===== src/rtl/sram_port_arbiter_if.sv =====
// Requester, SRAM-controller and status signals of the two-port SRAM arbiter.
// slave is the arbiter's view; master is the environment (requesters plus SRAM controller).
interface sram_port_arbiter_if;
    logic        p0_read_en;
    logic        p0_write_en;
    logic [31:0] p0_addr;
    logic [31:0] p0_write_data;
    logic        p0_ready;
    logic [63:0] p0_read_data;

    logic        p1_read_en;
    logic        p1_write_en;
    logic [31:0] p1_addr;
    logic [31:0] p1_write_data;
    logic        p1_ready;
    logic [63:0] p1_read_data;

    logic        SRAM_read_en;
    logic        SRAM_write_en;
    logic [31:0] SRAM_addr;
    logic [31:0] SRAM_write_data;
    logic [63:0] SRAM_read_data;
    logic        SRAM_ready;

    logic [1:0]  grant;
    logic        timeout_err;

    modport slave (
        input  p0_read_en, p0_write_en, p0_addr, p0_write_data,
        output p0_ready, p0_read_data,
        input  p1_read_en, p1_write_en, p1_addr, p1_write_data,
        output p1_ready, p1_read_data,
        output SRAM_read_en, SRAM_write_en, SRAM_addr, SRAM_write_data,
        input  SRAM_read_data, SRAM_ready,
        output grant, timeout_err
    );

    modport master (
        output p0_read_en, p0_write_en, p0_addr, p0_write_data,
        input  p0_ready, p0_read_data,
        output p1_read_en, p1_write_en, p1_addr, p1_write_data,
        input  p1_ready, p1_read_data,
        input  SRAM_read_en, SRAM_write_en, SRAM_addr, SRAM_write_data,
        output SRAM_read_data, SRAM_ready,
        input  grant, timeout_err
    );
endinterface


===== src/rtl/sram_port_arbiter.sv =====
// Two-port SRAM arbiter: 1-cycle grant latency, grant held until SRAM_ready or watchdog abort.
// Losing port waits with its request pending; SRAM_ARB_ROUND_ROBIN_EN selects round-robin ties.
module sram_port_arbiter #(
    parameter int TIMEOUT = 255,
    parameter int TO_W    = 8
) (
    input  logic                  clk,
    input  logic                  rst,
    sram_port_arbiter_if.slave    bus
);

    typedef enum logic [1:0] {
        IDLE  = 2'd0,
        BUSY0 = 2'd1,
        BUSY1 = 2'd2
    } state_t;

    localparam logic [TO_W-1:0] LP_WD_LAST = TO_W'(TIMEOUT - 1);

    state_t          r_state;
    state_t          w_state_nxt;
    logic            r_last_grant;
    logic            w_last_grant_nxt;
    logic [TO_W-1:0] r_wd_cnt;
    logic [TO_W-1:0] w_wd_cnt_nxt;
    logic            r_timeout_err;
    logic            w_timeout_err_nxt;
    logic [1:0]      r_grant;

    logic            w_req0;
    logic            w_req1;
    logic            w_tie_to_p1;

    assign w_req0 = bus.p0_read_en | bus.p0_write_en;
    assign w_req1 = bus.p1_read_en | bus.p1_write_en;

`ifdef SRAM_ARB_ROUND_ROBIN_EN
    // Port opposite the last completed owner wins a tie, so contention alternates.
    assign w_tie_to_p1 = ~r_last_grant;
`else
    assign w_tie_to_p1 = 1'b0;
`endif

    always_ff @(posedge clk or posedge rst) begin
        if (rst) begin
            r_state       <= IDLE;
            r_last_grant  <= 1'b1;
            r_wd_cnt      <= '0;
            r_timeout_err <= 1'b0;
            r_grant       <= 2'b00;
        end else begin
            r_state       <= w_state_nxt;
            r_last_grant  <= w_last_grant_nxt;
            r_wd_cnt      <= w_wd_cnt_nxt;
            r_timeout_err <= w_timeout_err_nxt;
            r_grant       <= {w_state_nxt == BUSY1, w_state_nxt == BUSY0};
        end
    end

    always_comb begin
        w_state_nxt       = r_state;
        w_last_grant_nxt  = r_last_grant;
        w_wd_cnt_nxt      = r_wd_cnt;
        w_timeout_err_nxt = r_timeout_err;
        case (r_state)
            IDLE: begin
                if (w_req0 && w_req1) begin
                    w_state_nxt = w_tie_to_p1 ? BUSY1 : BUSY0;
                end else if (w_req0) begin
                    w_state_nxt = BUSY0;
                end else if (w_req1) begin
                    w_state_nxt = BUSY1;
                end
            end
            BUSY0, BUSY1: begin
                if (bus.SRAM_ready) begin
                    w_state_nxt      = IDLE;
                    w_last_grant_nxt = (r_state == BUSY1);
                    w_wd_cnt_nxt     = '0;
                end else if (r_wd_cnt == LP_WD_LAST) begin
                    // Controller never answered: abandon the transfer without a ready pulse.
                    w_state_nxt       = IDLE;
                    w_wd_cnt_nxt      = '0;
                    w_timeout_err_nxt = 1'b1;
                end else begin
                    w_wd_cnt_nxt = r_wd_cnt + 1'b1;
                end
            end
            default: begin
                w_state_nxt  = IDLE;
                w_wd_cnt_nxt = '0;
            end
        endcase
    end

    always_comb begin
        bus.SRAM_read_en    = 1'b0;
        bus.SRAM_write_en   = 1'b0;
        bus.SRAM_addr       = '0;
        bus.SRAM_write_data = '0;
        bus.p0_ready        = 1'b0;
        bus.p0_read_data    = '0;
        bus.p1_ready        = 1'b0;
        bus.p1_read_data    = '0;
        case (r_state)
            BUSY0: begin
                // A simultaneous write wins over a read on the same port.
                bus.SRAM_write_en   = bus.p0_write_en;
                bus.SRAM_read_en    = bus.p0_read_en & ~bus.p0_write_en;
                bus.SRAM_addr       = bus.p0_addr;
                bus.SRAM_write_data = bus.p0_write_data;
                bus.p0_ready        = bus.SRAM_ready;
                if (bus.SRAM_ready && bus.p0_read_en && !bus.p0_write_en) begin
                    bus.p0_read_data = bus.SRAM_read_data;
                end
            end
            BUSY1: begin
                bus.SRAM_write_en   = bus.p1_write_en;
                bus.SRAM_read_en    = bus.p1_read_en & ~bus.p1_write_en;
                bus.SRAM_addr       = bus.p1_addr;
                bus.SRAM_write_data = bus.p1_write_data;
                bus.p1_ready        = bus.SRAM_ready;
                if (bus.SRAM_ready && bus.p1_read_en && !bus.p1_write_en) begin
                    bus.p1_read_data = bus.SRAM_read_data;
                end
            end
            default: begin
            end
        endcase
    end

    assign bus.grant       = r_grant;
    assign bus.timeout_err = r_timeout_err;

    assert property (@(posedge clk) disable iff (rst) $onehot0(r_grant));

endmodule


===== src/flat_wrapper.sv =====
// flat-port wrapper written by rule: the top's interface ports become plain ports
module sram_port_arbiter_flat 
#(
    parameter int TIMEOUT = 255,
    parameter int TO_W    = 8
)
  (clk, rst, bus_p0_read_en, bus_p0_write_en, bus_p0_addr, bus_p0_write_data, bus_p0_ready, bus_p0_read_data, bus_p1_read_en, bus_p1_write_en, bus_p1_addr, bus_p1_write_data, bus_p1_ready, bus_p1_read_data, bus_SRAM_read_en, bus_SRAM_write_en, bus_SRAM_addr, bus_SRAM_write_data, bus_SRAM_read_data, bus_SRAM_ready, bus_grant, bus_timeout_err);
  sram_port_arbiter_if bus_i ();
  input  logic clk;
  input  logic rst;
  input wire logic [$bits(bus_i.p0_read_en)-1:0] bus_p0_read_en;
  input wire logic [$bits(bus_i.p0_write_en)-1:0] bus_p0_write_en;
  input wire logic [$bits(bus_i.p0_addr)-1:0] bus_p0_addr;
  input wire logic [$bits(bus_i.p0_write_data)-1:0] bus_p0_write_data;
  output wire logic [$bits(bus_i.p0_ready)-1:0] bus_p0_ready;
  output wire logic [$bits(bus_i.p0_read_data)-1:0] bus_p0_read_data;
  input wire logic [$bits(bus_i.p1_read_en)-1:0] bus_p1_read_en;
  input wire logic [$bits(bus_i.p1_write_en)-1:0] bus_p1_write_en;
  input wire logic [$bits(bus_i.p1_addr)-1:0] bus_p1_addr;
  input wire logic [$bits(bus_i.p1_write_data)-1:0] bus_p1_write_data;
  output wire logic [$bits(bus_i.p1_ready)-1:0] bus_p1_ready;
  output wire logic [$bits(bus_i.p1_read_data)-1:0] bus_p1_read_data;
  output wire logic [$bits(bus_i.SRAM_read_en)-1:0] bus_SRAM_read_en;
  output wire logic [$bits(bus_i.SRAM_write_en)-1:0] bus_SRAM_write_en;
  output wire logic [$bits(bus_i.SRAM_addr)-1:0] bus_SRAM_addr;
  output wire logic [$bits(bus_i.SRAM_write_data)-1:0] bus_SRAM_write_data;
  input wire logic [$bits(bus_i.SRAM_read_data)-1:0] bus_SRAM_read_data;
  input wire logic [$bits(bus_i.SRAM_ready)-1:0] bus_SRAM_ready;
  output wire logic [$bits(bus_i.grant)-1:0] bus_grant;
  output wire logic [$bits(bus_i.timeout_err)-1:0] bus_timeout_err;
  assign bus_i.p0_read_en = bus_p0_read_en;
  assign bus_i.p0_write_en = bus_p0_write_en;
  assign bus_i.p0_addr = bus_p0_addr;
  assign bus_i.p0_write_data = bus_p0_write_data;
  assign bus_p0_ready = bus_i.p0_ready;
  assign bus_p0_read_data = bus_i.p0_read_data;
  assign bus_i.p1_read_en = bus_p1_read_en;
  assign bus_i.p1_write_en = bus_p1_write_en;
  assign bus_i.p1_addr = bus_p1_addr;
  assign bus_i.p1_write_data = bus_p1_write_data;
  assign bus_p1_ready = bus_i.p1_ready;
  assign bus_p1_read_data = bus_i.p1_read_data;
  assign bus_SRAM_read_en = bus_i.SRAM_read_en;
  assign bus_SRAM_write_en = bus_i.SRAM_write_en;
  assign bus_SRAM_addr = bus_i.SRAM_addr;
  assign bus_SRAM_write_data = bus_i.SRAM_write_data;
  assign bus_i.SRAM_read_data = bus_SRAM_read_data;
  assign bus_i.SRAM_ready = bus_SRAM_ready;
  assign bus_grant = bus_i.grant;
  assign bus_timeout_err = bus_i.timeout_err;
  sram_port_arbiter #(.TIMEOUT(TIMEOUT), .TO_W(TO_W)) u_core (.clk(clk), .rst(rst), .bus(bus_i));
endmodule

===== config.mk =====
export PLATFORM = sky130hd
export DESIGN_NAME = sram_port_arbiter_flat
export DESIGN_NICKNAME = d
export VERILOG_FILES = /design/src/rtl/sram_port_arbiter_if.sv /design/src/rtl/sram_port_arbiter.sv /design/src/flat_wrapper.sv
export SDC_FILE = /design/constraint.sdc
export NUM_CORES = 1
export LEC_CHECK = 0
export ABC_AREA = 0
export BUFFER_PORTS_ARGS = -buffer_cell sky130_fd_sc_hd__buf_2
export CORE_AREA = 2 2 157 159
export CTS_BUF_LIST = sky130_fd_sc_hd__clkbuf_8
export CTS_CLUSTER_SIZE = 25
export DETAILED_ROUTE_END_ITERATION = 6
export DIE_AREA = 0 0 159 161
export GPL_TIMING_DRIVEN = 0
export PLACE_DENSITY = 0.49
export SYNTH_ARGS = -nofsm -noshare
export SYNTH_HDL_FRONTEND = slang
export SYNTH_SLANG_ARGS = --single-unit
export TNS_END_PERCENT = 50

===== constraint.sdc =====
create_clock -name clk -period 1.5 [get_ports clk]
set_input_delay 0.225 -clock clk [delete_from_list [all_inputs] [get_ports clk]]
set_output_delay 0.225 -clock clk [all_outputs]
set_load 0.05 [all_outputs]

==> metrics.txt, run 1 <==
Placer Congestion=0.8271; GRT met3 Usage=0.01952; Crit path max-delay family=buffers and inverters; setup_tns=-112,430 ps; H-tree levels=1; prevailing post-synth register cell=dfrtp_1; vias in the first global route=4,356; status=finished, violations left; NumNets Final=991; Design Area, Final=7625 µm²; CP peak stage delay=450 ps; startpoint types=flop; Final Max Slew Viols=0; Slew HR=0.6637; final worst setup slack=-680.4 ps; combinational share of power=0.918; global-route wire length before repair=25,880 µm; first-iteration detailed-routing DRC count=148; WP depth=8; slowest CP cell=dfrtp_2; proportion of total power due to net switching=0.5531; Setup Skew=2.095 ps; utilization after layout=0.3182; Post-Syn Area=2605 µm²; hold_ws=-7.072 ps; sequential share of the synthesized area=0.1249; Sinks on Clock Net=13; Post-synth EDFFs=0; RSZ-0062 raised after global routing=yes; global route overflow=0; gr busiest metal=met2; die height=161 µm; crit-path max FO=10; met1 usage=0.1597; dpl cell area=5743 µm²; Via density=3.962; CTS tree=built; Die Area=25,600 µm²; Die Span X=159 µm; post-DP HPWL=13,930 µm; syn_nets=575; FMAX=458.6 MHz; vias post-DR=4,394; leading cell types in the layout, fill and taps excluded=buf_2 (222), buf_6 (104), and2_4 (76), buf_8 (68), nor2b_4 (50); post-synthesis async set-or-reset flop share=1.000; Mean Syn Cell Area=7.041 µm²; met2 Usage GRT=0.2304; Clock Tree Root=clkbuf_8; Pwr Density=1284 nW/µm²; I/O pin count=398; power share of the clock group=0.033; Hold Crit Class=primary input to async pin; Worst EP required=1270 ps; CP Class=flop to output port; number of I/O port buffers=397; failing checks=negative hold slack, negative setup slack; Worst setup EP type=output port; cells after synthesis=370; CTS buffer count=3; initial antenna violation count=0; Clock Path Buffers=2; Sequential Power Share=0.049; ANT cells=0; Synth-to-Final Area Change=192.7%; initial core utilization=0.1087; Max VDD drop=0.0008200 V; row count=57; FF-to-FF path depth=6; number of hold violations in the final report=13; Max Cap Viol=0; period utilization=1.454; worst slew pin tran=503.8 ps; crit path buf inv count=4; fraction of layout cells with a size suffix above 1=0.8688; largest net degree at the start of global routing=14; Clock transition at path regs=60 ps; CORE AREA=23,960 µm²; Tmin final=2180 ps; static leakage=3.749 nW; wire per inst=16.40 µm; commonest non-fill, non-tap cell in the layout=buf_2; Routed WL=18,190 µm; Place WS=-1508 ps; gr usage total=0.1267; Antenna Nets Post-Route=0; Post-route DRC=0; fillers=2,470; internal power=0.004377 W; Yosys cell types=34; clk_lat worst skew=250 ps; Final setup viols=208; yosys warns=0; critical-path cell list=inv_4 > ha_4 > nand3b_1 > nor2_4 > buf_12 > buf_4 > and2_2 > buf_8; TritonRoute pass-1 iters=4; switching pwr=0.005417 W; cts hold-fix bufs=0; register bit count reported by yosys=13; CP arrival=1960 ps
[what timing repair did]
| action | in CTS | in global routing |
|---|---|---|
| gates resized for setup | 357 | 161 |
| setup endpoints to repair | 208 | 208 |
| gates cloned | 3 | 1 |
| pin swaps | 5 | 9 |
| setup buffers | 11 | 2 |
[logic make-up after synthesis]
kind of cell	share of synthesized area
flops	0.1249
fa+ha+maj	0.02882
compound gates	0.2430
xor+xnor	0.01009
simple gates	0.5279
buf+inv	0.06532
[final cells by class]
type,count,area (µm²),share of cell area
multi-input cells,316,2984,0.3914
clock inverters,1,3.754,0.0004923
repair buffers,412,3440,0.4511
inverters,6,25.02,0.003282
plain buffers,34,399.1,0.05235
clock buffers,3,41.29,0.005415
flip-flops and latches,13,326.6,0.04283
well taps,324,405.4,0.05317
[metal layers]
layer	up-vias	routed length (µm)
met5	-	0
met4	0	365
met3	23	1103
met2	223	9441
met1	2064	7275
li1	2084	-
[synthesized netlist by cell type, drive strengths merged, types with 2 or more instances]
library cell | instances | share of area
a21o | 4 | 0.012
a21oi | 2 | 0.0038
a22oi | 65 | 0.19
a32o | 2 | 0.0077
and2 | 130 | 0.31
buf | 17 | 0.031
clkbuf | 18 | 0.026
dfrtp | 13 | 0.12
ha | 6 | 0.029
inv | 6 | 0.0086
nand2 | 6 | 0.0086
nand3 | 2 | 0.0058
nand3b | 2 | 0.0058
nor2 | 9 | 0.013
nor2b | 67 | 0.16
nor3 | 2 | 0.0038
o211a | 2 | 0.0077
o21ai | 3 | 0.0072
xnor2 | 2 | 0.0067
[power by group through the flow]
stage,clock (W),sequential (W),combinational (W)
global route,0.000339,0.000497,0.00946
CTS,0.000324,0.000474,0.00838
global placement,0,0.000486,0.00763
finish,0.000321,0.000481,0.00899
detailed placement,0,0.000483,0.00763
floorplan,0,0.000536,0.00585
[worst reg2reg max path, stage by stage, from the launching register on]
cell and delay [ps]:
dfrtp_2 430, inv_4 60, ha_2 380, nor2b_1 280, o21ai_2 190, nor4b_1 310, a21o_1 110
[path summary, 6_finish.rpt]
check,start,endpoint,slack (ps)
max,u_core.r_state[0],bus_p1_read_data[15],-680
max in group asynchronous,rst,u_core.r_state[0],1140
max reg2reg,u_core.r_state[0],u_core.r_wd_cnt[2],-310
min in group clk,bus_SRAM_ready,u_core.bus.timeout_err,400
min,rst,u_core.r_wd_cnt[1],-7
min reg2reg,u_core.bus.timeout_err,u_core.bus.timeout_err,460
[metrics by stage]
| stage | total power [W] | instances |
|---|---|---|
| floorplan | 0.006382 | 370 |
| global placement | 0.008119 | 1091 |
| detailed placement | 0.008109 | 1091 |
| CTS | 0.009177 | 1109 |
| global route | 0.01029 | 1109 |
| finish | 0.009794 | 1109 |
[sequential cells by signal (all words and copies together) (netlist names)]
signal / count
u_core.r_wd_cnt: 8
u_core.bus.grant: 2
u_core.r_state: 2
u_core.bus.timeout_err: 1
Power figures use the tool's default switching activity.
==> run 2: changes to the inputs <==
Settings changed: RECOVER_POWER set to 100.
==> run 2 against run 1 <==
Sequential power about the same. First-iteration DRC count down 1.4%. Cell count unchanged. Critical path depth stayed put. Total power down 0.13%. Die area is the same. Hold slack better by 12 ps. Highest routed layer unchanged. Combinational power is essentially flat. Clock power shrank 2%. Setup slack better by 16 ps. Register-to-register slack hardly changed. The flow finishes with violations (negative setup slack).
==> metrics.txt, run 2 (synthesis gave the netlist of run 1 again) <==
status=finished, violations left; failing checks=negative setup slack; number of I/O port buffers=397 (unchanged); first-iteration detailed-routing DRC count=146 (-1.4%); startpoint types=flop; CORE AREA=23,960 µm² (unchanged); Final setup viols=208 (unchanged); number of hold violations in the final report=0 (-13); NumNets Final=991 (unchanged); CP arrival=1940 ps (-20 ps); Slew HR=0.5502 (-0.1136); static leakage=3.737 nW (-0.31%); critical-path cell list=inv_4 > ha_4 > nand3b_1 > nor2_4 > buf_12 > buf_4 > and2_2 > buf_8; Place WS=-1508 ps (unchanged); final worst setup slack=-664.3 ps (+16.09 ps); fraction of layout cells with a size suffix above 1=0.8650 (-0.003822); Final Max Slew Viols=0 (unchanged); CP Class=flop to output port; FMAX=462.0 MHz (+0.74%); Max VDD drop=0.0008166 V (-0.42%); Non-Filler Instances=1,109 (unchanged); most flop-heavy register=u_core.r_wd_cnt; post-DP HPWL=13,930 µm (unchanged); Largest register FFs=8 (unchanged); worst slew pin tran=677.7 ps (+173.8 ps); RSZ-0062 raised after global routing=yes; Crit path max-delay family=buffers and inverters; Sinks on Clock Net=13 (unchanged); Die Span X=159 µm (unchanged); crit-path max FO=10 (unchanged); Via density=3.958 (-0.11%); largest net degree at the start of global routing=14 (unchanged); Pwr Density=1283 nW/µm² (about the same); Worst EP required=1270 ps (about the same); ANT cells=0 (unchanged); wire per inst=16.41 µm (about the same); placed insts=1,091 (unchanged); CTS tree=built; Synth-to-Final Area Change=192.6% (about the same); I/O pin count=398 (unchanged); initial core utilization=0.1087 (unchanged); Setup Skew=4.664 ps (+2.570 ps); H-tree levels=1 (unchanged); dpl cell area=5743 µm² (unchanged); Routed WL=18,200 µm (about the same); crit path buf inv count=4 (unchanged); clk_lat worst skew=250 ps (about the same); Hold Crit Class=primary input to async pin; period utilization=1.443 (-0.01073); global-route wire length before repair=25,880 µm (unchanged); leading cell types in the layout, fill and taps excluded=buf_2 (219), buf_6 (104), and2_4 (76), buf_8 (68), nor2b_4 (50); initial antenna violation count=0 (unchanged); setup_tns=-110,700 ps (+1729 ps); TritonRoute pass-1 iters=4 (unchanged); Die Area=25,600 µm² (unchanged); Post-route DRC=0 (unchanged); commonest non-fill, non-tap cell in the layout=buf_2; die height=161 µm (unchanged); CP peak stage delay=450 ps (about the same); Design Area, Final=7621 µm² (about the same); Worst setup EP type=output port; vias in the first global route=4,356 (unchanged); Max Cap Viol=0 (unchanged); Placer Congestion=0.8271 (unchanged); Clock transition at path regs=60 ps (about the same); Clock Path Buffers=2 (unchanged); Clock Tree Root=clkbuf_8; gr usage total=0.1267 (unchanged); vias post-DR=4,389 (-0.11%); row count=57 (unchanged); hold_ws=4.986 ps (+12.06 ps); Antenna Nets Post-Route=0 (unchanged); global route overflow=0 (unchanged); Tmin final=2164 ps (-16.09 ps); CTS buffer count=3 (unchanged); slowest CP cell=dfrtp_2; cts hold-fix bufs=0 (unchanged); fillers=2,470 (unchanged)
-- run 2: changes by cell type in the layout (fill, tap and decap cells not counted), sizes merged --
| cell | previous run | this run |
|---|---|---|
| buf | 434 | 431 |
| clkbuf | 15 | 18 |
-- run 2: per-layer routing --
| metal | global-route usage | up-vias | part of all wire | routed length [µm] |
|---|---|---|---|---|
| met5 | 0 | - | 0 | 0 |
| met3 | 0.01952 | 20 | 0.060 | 1086 |
| li1 | - | 2086 | - | - |
| met4 | 0.02273 | 0 | 0.019 | 347 |
| met1 | 0.1597 | 2065 | 0.40 | 7309 |
| met2 | 0.2304 | 218 | 0.52 | 9458 |
-- run 2: what timing repair did --
item,in CTS,in global routing
setup endpoints to repair,208,208
pin swaps,5,9
gates cloned,3,1
setup buffers,11,2
resized for setup,357,161
-- run 2: power by group --
group	switching (W)	total [W]	internal [W]	leakage, nW
logic	0.00521	0.00898	0.00377	3.53
clock network	0.000134	0.000315	0.000181	0.0269
registers	0.0000654	0.000481	0.000416	0.175
total	0.00541	0.00978	0.00437	3.74
-- run 2: worst paths after layout --
check	cells after the start	slack, ps	to	from
hold reg to reg	1	470	u_core.bus.timeout_err	u_core.bus.timeout_err
setup reg to reg	6	-320	u_core.r_wd_cnt[2]	u_core.r_state[0]
setup / recovery	8	-660	bus_p1_read_data[15]	u_core.r_state[0]
max in group asynchronous	2	1110	u_core.r_state[0]	rst
min in group clk	4	410	u_core.bus.grant[0]	bus_p0_write_en
hold / removal	2	5	u_core.r_wd_cnt[1]	rst
-- run 2: cell type report --
cell class | count | area [µm²] | share of cell area
plain buffers | 34 | 399.1 | 0.05237
clock buffers | 3 | 41.29 | 0.005418
clock inverters | 1 | 3.754 | 0.0004925
inverters | 6 | 25.02 | 0.003284
multi-input cells | 316 | 2984 | 0.3916
flip-flops and latches | 13 | 326.6 | 0.04285
well taps | 324 | 405.4 | 0.05319
repair buffers | 412 | 3436 | 0.4508
-- run 2: per-stage QoR --
| stage | utilization | power [W] |
|---|---|---|
| 2_1_floorplan | - | 0.006382 |
| 3_3_place_gp | 0.2397 | 0.008119 |
| 3_5_place_dp | 0.2397 | 0.008109 |
| 4_1_cts | 0.2941 | 0.009177 |
| 5_1_grt | 0.3180 | 0.01029 |
| 6_report | 0.3180 | 0.009781 |
==> run 3: changes to the inputs <==
Settings changed: CORE_AREA 2 2 157 159 to 2 2 155 157, DIE_AREA 0 0 159 161 to 0 0 157 159, PLACE_DENSITY 0.49 to 0.48.
Clock period 1.5 ns to 2.8 ns, I/O delays scaled along.
==> run 3 against run 2 <==
The flow now finishes without violations. Critical endpoint is now bus_p1_read_data[7]. Largest cell class unchanged. Cell count shrank 1.6%. Highest routed layer unchanged. Flip-flop and latch count is the same. Critical path depth is the same.
==> metrics.txt, run 3 (synthesis gave the netlist of run 1 again) <==
status=complete, no violations; Max Cap Viol=0 (unchanged); TritonRoute pass-1 iters=6 (+2); largest net degree at the start of global routing=14 (unchanged); fillers=2,654 (+7.4%); r2r setup slk=560 ps (+880 ps); hold_ws=205.3 ps (+200.3 ps); global route overflow=0 (unchanged); CTS buffer count=3 (unchanged); FMAX=377.6 MHz; Largest register FFs=8 (unchanged); I/O pin count=398 (unchanged); NumNets Final=978 (-1.3%); Crit path max-delay family=buffers and inverters; Routed WL=16,940 µm (-7.0%); vias in the first global route=3,921 (-10%); first-iteration detailed-routing DRC count=254 (+74%); startpoint types=flop; CP peak stage delay=430 ps (-20 ps); die height=159 µm (-1.2%); Clock Path Buffers=2 (unchanged); CP arrival=2230 ps (+290 ps); internal power=0.001252 W (-71%); power share of the clock group=0.043 (+0.011); Synth-to-Final Area Change=99.09%; Tmin final=2649 ps; number of hold violations in the final report=0 (unchanged); global-route wire length before repair=23,680 µm (-8.5%); leading cell types in the layout, fill and taps excluded=buf_2 (252), and2_1 (127), clkbuf_2 (115), nor2b_1 (67), a22oi_1 (65); most flop-heavy register=u_core.r_wd_cnt; Post-route DRC=0 (unchanged); Overall Power=0.003749 W (-62%); crit path buf inv count=4 (unchanged); slowest CP cell=dfrtp_1; Via density=3.828 (-3.3%); FF-to-FF path depth=6 (unchanged); Antenna Nets Post-Route=0 (unchanged); Clock Tree Root=clkbuf_8; Max VDD drop=0.0003150 V (-61%); commonest non-fill, non-tap cell in the layout=buf_2; Sequential Power Share=0.068 (+0.019); period utilization=0.9459; Worst EP required=2380 ps (+1110 ps); Slew HR=0.3640 (-0.1862); dpl cell area=4991 µm² (-13%); RR Endpoint=u_core.r_wd_cnt[2]; Design Area, Final=5186 µm² (-32%); gr usage total=0.1234 (-0.003269); row count=56 (-1.8%); RR Startpoint=u_core.r_state[0]; switching pwr=0.002496 W (-54%); Setup Skew=1.798 ps (-2.866 ps); CP Class=flop to output port; Pwr Density=722.8 nW/µm² (-44%); utilization after layout=0.2236 (-0.09442); Final setup viols=0 (-100%); combinational share of power=0.889 (-0.030); Placer Congestion=0.8097 (-2.1%); setup_tns=0 ps (+110,700 ps); CTS tree=built; Die Area=24,960 µm² (-2.5%); RSZ-0062 raised after global routing=yes; fraction of layout cells with a size suffix above 1=0.5518 (-0.3132); post-DP HPWL=14,590 µm (+4.7%); Hold Crit Class=primary input to async pin; initial antenna violation count=0 (unchanged); Clock transition at path regs=50 ps (about the same); vias post-DR=4,176 (-4.9%); Final Max Slew Viols=0 (unchanged); cts hold-fix bufs=0 (unchanged); crit-path max FO=10 (unchanged); H-tree levels=1 (unchanged); static leakage=2.892 nW (-23%); number of I/O port buffers=397 (unchanged); worst slew pin tran=944.0 ps (+266.4 ps); proportion of total power due to net switching=0.6659 (+0.1129); ANT cells=0 (unchanged); critical-path cell list=inv_1 > ha_2 > nand3b_1 > nor2_4 > buf_4 > clkbuf_2 > and2_1 > buf_2; Die Span X=157 µm (-1.3%); clk_lat worst skew=240 ps (about the same); initial core utilization=0.1123 (+0.003613); Worst setup EP type=output port; Sinks on Clock Net=13 (unchanged); wire per inst=15.52 µm (-5.4%); CORE AREA=23,190 µm² (-3.2%)
-- run 3: cell types whose count changed in the layout (fill, tap and decap cells not counted), sizes merged --
cell / change
buf: -175
clkbuf: +162
-- run 3: what timing repair did --
action | in CTS | in global routing
resized for setup | 12 | 56
pin swaps | 1 | 1
buffers inserted | 2 | 0
setup endpoints to repair | 105 | 172
hold endpoints to repair | 0 | 0
-- run 3: cell type report --
class / instances / area (µm²) / area share
inverters: 6 / 22.52 / 0.004343
repair buffers: 399 / 2096 / 0.4041
plain buffers: 34 / 180.2 / 0.03474
clock buffers: 3 / 41.29 / 0.007961
clock inverters: 1 / 3.754 / 0.0007238
flip-flops and latches: 13 / 325.3 / 0.06273
multi-input cells: 316 / 2118 / 0.4084
well taps: 319 / 399.1 / 0.07696
-- run 3: per-stage QoR --
stage | setup slack [ps] | instances
2_1_floorplan | 182.0 | 370
3_3_place_gp | -431.4 | 1086
3_5_place_dp | -434.0 | 1086
4_1_cts | 9.762 | 1091
5_1_grt | -14.95 | 1091
6_report | 151.4 | 1091
-- run 3: worst max path at each step --
| stage | from | to | cells after the start |
|---|---|---|---|
| final | u_core.r_state[0] | bus_p1_read_data[7] | 8 |
| after global routing | u_core.r_state[0] | bus_p1_read_data[14] | 8 |
| after CTS | u_core.r_state[0] | bus_p1_read_data[33] | 8 |
| after detailed placement | u_core.r_state[0] | bus_p1_read_data[39] | 7 |
| after global placement | u_core.r_state[0] | bus_p1_read_data[39] | 7 |
| after floorplan | u_core.r_state[1] | bus_SRAM_read_en | 5 |
-- run 3: per-layer routing --
metal	vias to the layer above	GRT usage	part of all wire
met1	1898	0.1583	0.44
li1	2062	-	-
met2	214	0.2317	0.50
met5	-	0	0
met4	0	0.01043	0.0025
met3	2	0.008982	0.060
-- run 3: power groups by stage --
| stage | sequential [W] | combinational (W) | clock [W] |
|---|---|---|---|
| floorplan | 0.000285 | 0.00239 | 0 |
| global placement | 0.000257 | 0.00334 | 0 |
| detailed placement | 0.000256 | 0.00335 | 0 |
| CTS | 0.000253 | 0.00336 | 0.000170 |
| global route | 0.000259 | 0.00356 | 0.000179 |
| finish | 0.000253 | 0.00333 | 0.000162 |
